## src/rtl/mips_cpu_pkg.sv

```systemverilog
// Shared types for the MIPS CPU: HI/LO multiply/divide unit
// op codes, FSM states and iteration count.
package mips_cpu_pkg;

  localparam int MULDIV_ITERS = 32;

  typedef enum logic [1:0] {
    OP_MULT  = 2'b00,
    OP_MULTU = 2'b01,
    OP_DIV   = 2'b10,
    OP_DIVU  = 2'b11
  } muldiv_op_t;

  typedef enum logic [1:0] {
    ST_IDLE,
    ST_CALC,
    ST_SIGN,
    ST_DONE
  } muldiv_state_t;

endpackage

```

## src/rtl/mips_cpu_muldiv_datapath.sv

```systemverilog
// Iterative mul/div datapath: 64-bit shift register, 33-bit add/sub,
// sign-fix negator. Ports: load/skip/step controls, op info in, hi/lo result out.
import mips_cpu_pkg::*;

module mips_cpu_muldiv_datapath (
  input  logic        clk,
  input  logic        rst_n,
  input  logic        load,
  input  logic        skip,
  input  logic        step,
  input  logic        div,
  input  logic        a_neg,
  input  logic        b_neg,
  input  logic [31:0] a_mag,
  input  logic [31:0] b_mag,
  output logic [31:0] res_hi,
  output logic [31:0] res_lo
);

  logic [63:0] acc;
  logic [31:0] opb;
  logic        dv_q;
  logic        neg_res;
  logic        neg_rem;
  logic        div0;

  logic [32:0] x;
  logic [32:0] y;
  logic [32:0] sum;
  logic        ge;
  logic [63:0] nxt;
  logic [63:0] neg64;

  // Mult: {hi,lo} = partial product / multiplier.
  // Div : {hi,lo} = partial remainder / quotient (restoring).
  always_comb begin
    y  = {1'b0, opb};
    x  = dv_q ? acc[63:31] : {1'b0, acc[63:32]};
    sum = dv_q ? (x - y) : (x + y);
    ge  = (x >= y);
    nxt = acc;
    if (dv_q) begin
      if (ge) nxt = {sum[31:0], acc[30:0], 1'b1};
      else    nxt = {x[31:0], acc[30:0], 1'b0};
    end else begin
      if (acc[0]) nxt = {sum, acc[31:1]};
      else        nxt = {1'b0, acc[63:1]};
    end
  end

  always_ff @(posedge clk or negedge rst_n) begin
    if (!rst_n) begin
      acc     <= '0;
      opb     <= '0;
      dv_q    <= 1'b0;
      neg_res <= 1'b0;
      neg_rem <= 1'b0;
      div0    <= 1'b0;
    end else if (load) begin
      opb     <= b_mag;
      dv_q    <= div;
      neg_res <= a_neg ^ b_neg;
      neg_rem <= a_neg;
      div0    <= (b_mag == '0);
      // Early-out preloads what 32 steps would have produced.
      if (skip) acc <= div ? {a_mag, 32'hFFFF_FFFF} : 64'd0;
      else      acc <= {32'd0, a_mag};
    end else if (step) begin
      acc <= nxt;
    end
  end

  assign neg64 = ~acc + 64'd1;

  always_comb begin
    res_hi = acc[63:32];
    res_lo = acc[31:0];
    if (dv_q) begin
      if (neg_rem) res_hi = ~acc[63:32] + 32'd1;
      if (div0)         res_lo = 32'hFFFF_FFFF;
      else if (neg_res) res_lo = ~acc[31:0] + 32'd1;
    end else if (neg_res) begin
      res_hi = neg64[63:32];
      res_lo = neg64[31:0];
    end
  end

endmodule

```

## src/rtl/mips_cpu_muldiv.sv

```systemverilog
// HI/LO multiply-divide unit: FSM, counter, HI/LO and MTHI/MTLO.
// In: start/op/a/b, hi_we/lo_we/wdata. Out: busy, done, hi, lo. Option: MIPS_CPU_MULDIV_EARLY_OUT_EN.
import mips_cpu_pkg::*;

module mips_cpu_muldiv (
  input  logic        clk,
  input  logic        rst_n,
  input  logic        start,
  input  logic [1:0]  op,
  input  logic [31:0] a,
  input  logic [31:0] b,
  input  logic        hi_we,
  input  logic        lo_we,
  input  logic [31:0] wdata,
  output logic        busy,
  output logic        done,
  output logic [31:0] hi,
  output logic [31:0] lo
);

  muldiv_state_t state;
  muldiv_op_t    mop;
  logic [4:0]    cnt;
  logic          sgn;
  logic          dv;
  logic          a_neg;
  logic          b_neg;
  logic [31:0]   a_mag;
  logic [31:0]   b_mag;
  logic          skip;
  logic          load;
  logic          step;
  logic [31:0]   res_hi;
  logic [31:0]   res_lo;

  assign mop = muldiv_op_t'(op);

  always_comb begin
    sgn = 1'b0;
    dv  = 1'b0;
    unique case (mop)
      OP_MULT:  sgn = 1'b1;
      OP_MULTU: sgn = 1'b0;
      OP_DIV:   begin sgn = 1'b1; dv = 1'b1; end
      OP_DIVU:  dv = 1'b1;
      default:  dv = 1'b0;
    endcase
  end

  assign a_neg = sgn & a[31];
  assign b_neg = sgn & b[31];
  assign a_mag = a_neg ? (~a + 32'd1) : a;
  assign b_mag = b_neg ? (~b + 32'd1) : b;

`ifdef MIPS_CPU_MULDIV_EARLY_OUT_EN
  assign skip = dv ? (b == '0) : ((a == '0) || (b == '0));
`else
  assign skip = 1'b0;
`endif

  assign load = start && ((state == ST_IDLE) || (state == ST_DONE));
  assign step = (state == ST_CALC);

  mips_cpu_muldiv_datapath u_dp (
    .clk    (clk),
    .rst_n  (rst_n),
    .load   (load),
    .skip   (skip),
    .step   (step),
    .div    (dv),
    .a_neg  (a_neg),
    .b_neg  (b_neg),
    .a_mag  (a_mag),
    .b_mag  (b_mag),
    .res_hi (res_hi),
    .res_lo (res_lo)
  );

  always_ff @(posedge clk or negedge rst_n) begin
    if (!rst_n) begin
      state <= ST_IDLE;
      cnt   <= '0;
      busy  <= 1'b0;
      done  <= 1'b0;
      hi    <= '0;
      lo    <= '0;
    end else begin
      if (!busy && hi_we) hi <= wdata;
      if (!busy && lo_we) lo <= wdata;
      unique case (state)
        ST_IDLE, ST_DONE: begin
          done <= 1'b0;
          if (start) begin
            state <= skip ? ST_SIGN : ST_CALC;
            cnt   <= skip ? 5'd0 : 5'(MULDIV_ITERS - 1);
            busy  <= 1'b1;
          end else begin
            state <= ST_IDLE;
          end
        end
        ST_CALC: begin
          cnt <= cnt - 5'd1;
          if (cnt == '0) state <= ST_SIGN;
        end
        ST_SIGN: begin
          state <= ST_DONE;
          busy  <= 1'b0;
          done  <= 1'b1;
          hi    <= res_hi;
          lo    <= res_lo;
        end
        default: state <= ST_IDLE;
      endcase
    end
  end

endmodule

```

## config.mk

```make
export PLATFORM = sky130hd
export DESIGN_NAME = mips_cpu_muldiv
export DESIGN_NICKNAME = d
export VERILOG_FILES = /design/src/rtl/mips_cpu_pkg.sv /design/src/rtl/mips_cpu_muldiv_datapath.sv /design/src/rtl/mips_cpu_muldiv.sv
export SDC_FILE = /design/constraint.sdc
export NUM_CORES = 1
export LEC_CHECK = 0
export CAP_MARGIN = 20
export CORE_ASPECT_RATIO = 1.2
export CORE_UTILIZATION = 50
export CTS_CLUSTER_SIZE = 12
export DETAILED_ROUTE_END_ITERATION = 7
export PLACE_DENSITY = 0.75
export SYNTH_ARGS = -nofsm -noshare
export SYNTH_HDL_FRONTEND = slang
export SYNTH_SLANG_ARGS = --single-unit
```

## constraint.sdc

```tcl
create_clock -name clk -period 4.55 [get_ports clk]
set_clock_uncertainty 0.15 [all_clocks]
set_input_delay 0.455 -clock clk [delete_from_list [all_inputs] [get_ports clk]]
set_output_delay 0.455 -clock clk [all_outputs]
set_load 0.01 [all_outputs]
```

==> results_dict.tcl <==
set metrics [dict create \
    end_kind "flip-flop" \
    hpwl_um 38800 \
    synth_top_family_by_area "compound AO/OA/AOI/OAI gates" \
    clk-insertion-delay-late_ns 0.45 \
    start_kind "flip-flop" \
    htree_num_levels 4 \
    cts-root-buf "clkbuf_16" \
    synth_compound_area_share_pct 24.3 \
    overflow 0 \
    io_pins 169 \
    drc 0 \
    vdd_drop_max_mv 0.421 \
    critPathMaxFanout 13 \
    min_path_type "in -> async" \
    regArea_mm2 0.00433 \
    worstPathArrival_ns 4.57 \
    rsz0062_at_grt "no" \
    multi_input_area_mm2 0.0105 \
    slew_viol_final 0 \
    cts_buffer_depth 2 \
    portBuffers 168 \
    worst_slew_pin_slew_ns 1.04 \
    die_h_um 196 \
    min_period_ns 4.37 \
    cts-buffers-inserted 17 \
    synth.mux.area_fraction_pct 6.73 \
    dieArea_mm2 0.0322 \
    synth_nets 2222 \
    path_clk_slew_ns 0.07 \
    rows 70 \
    power.leakage_nw 7.90 \
    fill_cells 2832 \
    syn-cell-area_mm2 0.0157 \
    grt_pass1_wl_um 79900 \
    synth-seq-cells 173 \
    syn_avg_cell_area_um2 7.71 \
    grt_start_max_net_pins 103 \
    maxCapViolations 0 \
    area_delta_synth_final_pct 18.4 \
    antenna_found_initial 0 \
    worst-setup-path-type "reg -> reg" \
    grt_pass1_vias 15000 \
    cts_tree "yes" \
    fmax_mhz 229 \
    cts.sinks 173 \
    cts-hold-fix-buffers 0 \
    relSlewSlack_pct 30.6 \
    nets 2334 \
    p_per_area_mw_per_mm2 791 \
    tns_ns 0 \
    place.gp.congestion 0.937 \
    synth_edf_count 0 \
    netlist_top_cells_area "dfrtp_1 (28%), nand2_1 (6.9%), o21ai_0 (6.4%)" \
    coreArea_mm2 0.0307 \
    wire_per_inst_um 19.9 \
    grt_util_all_layers_pct 31.6 \
    async_reset_ff_share_pct 100 \
    worstPathRequired_ns 4.75 \
    die-width_um 164 \
    status "finished with violations" \
    synthXorXnorAreaFrac_pct 9.81 \
    first_iter_violations 1442 \
    synth_top_area_share_pct 27.5 \
    ys_seq_area_share_pct 27.5 \
    violations "negative hold slack" \
    setup_viol 0 \
    worst_hold_slack_ns -0.0745 \
    fin_crit_sh_pct 96.1 \
    yosysUniqueCellTypes 71 \
    finalHoldViolCount 25 \
    initial_core_util_pct 51.1 \
    drive_gt1_share_pct 8.41 \
    viasPerCell 6.18 \
    yosys_warnings 0 \
    antenna_cells 0 \
    synthSimpleGateAreaFrac_pct 19.1 \
    via_count 15800 \
    synth_ff_type "dfrtp_1" \
    first_pass_iters 8 \
    syn_inst 2038 \
    utilization_pct 60.5 \
    drt_wl_total_um 51000 \
    synth_largest_area_cell "dfrtp_1" \
    antenna_left 0 \
    yosys.area_share.adder_pct 6.54 \
]
[logic make-up (layout without fill, tap and decap cells)]
logic type / count (synthesis) / count (layout)
AO/OA/AOI/OAI: 605 / 605
XOR/XNOR: 176 / 176
adder cells (fa/ha/maj): 81 / 81
buffers and inverters: 246 / 371
flip-flops: 173 / 173
multiplexers: 101 / 101
AND/OR/NAND/NOR: 656 / 656
[placed cells by master (no fill, tap or decap), types with 64 or more instances in the layout]
| cell type | instances |
|---|---|
| nand2_1 | 285 |
| nor2_1 | 136 |
| a21oi_1 | 125 |
| dfrtp_1 | 172 |
| buf_4 | 87 |
| o21ai_0 | 199 |
| clkdlybuf4s50_1 | 167 |
| xnor2_1 | 99 |
| mux2i_1 | 64 |
| xor2_1 | 77 |
| ha_1 | 77 |
| inv_1 | 80 |
[final cells by class]
cell class	instances	area share, %
repair buffers	258	12.8
clock buffers	22	2.60
flip-flops and latches	173	23.3
clock inverters	10	0.565
well taps	396	2.66
inverters	81	1.63
multi-input cells	1619	56.4
[power breakdown]
group          internal [mW]  total, mW  switching, mW  leakage (nW)
registers               2.27       3.17          0.901          2.11
logic                   4.18       10.1           5.89          5.51
clock network          0.820       1.48          0.664         0.280
total                   7.27       14.7           7.45          7.90
[registers in the layout (all words and copies together) (netlist names)]
| name | count |
|---|---|
| u_dp.opb | 32 |
| u_dp.neg_rem | 1 |
| u_dp.acc | 64 |
| lo | 32 |
| state | 2 |
| done | 1 |
| busy | 1 |
| cnt | 5 |
| u_dp.neg_res | 1 |
| hi | 32 |
| u_dp.dv_q | 1 |
| u_dp.div0 | 1 |
[worst max-delay path: stages (launching register included)]
cell and delay, ns:
dfrtp_4 0.57, buf_6 0.24, buf_4 0.17, mux2_2 0.35, ha_1 0.32, buf_4 0.16
inv_1 0.06, a21o_1 0.18, or4_1 0.49, a21oi_1 0.16, buf_4 0.16, a21oi_1 0.13
a21o_1 0.23, o221ai_1 0.32, xor2_1 0.20, a21oi_1 0.08, a311oi_1 0.28
[final timing paths]
kind                                                  to                  start  depth (start not counted)  slack, ns
worst max-delay path            u_dp.acc[62]$_DFFE_PN0P_  u_dp.dv_q$_DFFE_PN0P_                         16       0.18
worst max register to register  u_dp.acc[62]$_DFFE_PN0P_  u_dp.dv_q$_DFFE_PN0P_                         16       0.18
worst min register to register          done$_DFFE_PN0P_       done$_DFFE_PN0P_                          2       0.34
max in group asynchronous       u_dp.opb[25]$_DFFE_PN0P_                  rst_n                          2       3.41
min in group clk                        done$_DFFE_PN0P_       done$_DFFE_PN0P_                          2       0.34
worst min-delay path                   lo[8]$_DFFE_PN0P_                  rst_n                          1      -0.07
[cell usage after synthesis (5+ instances only)]
cell	n
clkbuf_1	145
o41ai_1	11
a21boi_0	7
a211oi_1	13
mux2_2	36
a32oi_1	35
mux2i_1	64
nand4_1	12
o211ai_1	51
or3_1	25
a21o_1	24
or2_2	7
a21oi_1	126
o21a_1	9
a31oi_1	23
dfrtp_1	173
o22ai_1	7
xnor2_1	99
nor4_1	29
o21bai_1	9
and3_1	12
or4_1	17
buf_2	6
nand3b_1	7
ha_1	79
nand2_1	287
a32o_1	5
o21ai_0	200
nor3_1	51
xor2_1	77
o31ai_1	34
a221oi_1	5
nand3_1	25
nor2b_1	18
buf_1	13
nor2_1	136
inv_1	80
nand2b_1	20
[layer usage]
layer  wire length (um)  global-route usage [%]
met1              20900                    39.4
met2              24800                    54.1
met3               3150                    4.44
met4               2100                    13.5
met5                  0                       0
[per-stage QoR]
stage	area [um2]	cells	setup slack [ns]	total power, mW
floorplan	15700	2038	0.0143	9.57
global route	18600	2559	0.0237	15.8
finish	18600	2559	0.176	14.7
detailed placement	18000	2525	0.0541	13.0
global placement	18000	2525	0.178	12.8
CTS	18600	2557	0.0250	14.5
[repair_timing]
| item | in CTS | in global routing |
|---|---|---|
| resized for setup | 0 | 3 |
| setup endpoints to repair | 0 | 28 |
| endpoints found under the hold margin | 0 | 0 |
| buffers inserted | 0 | 2 |
Note: power is estimated with default switching activity, not from simulation.
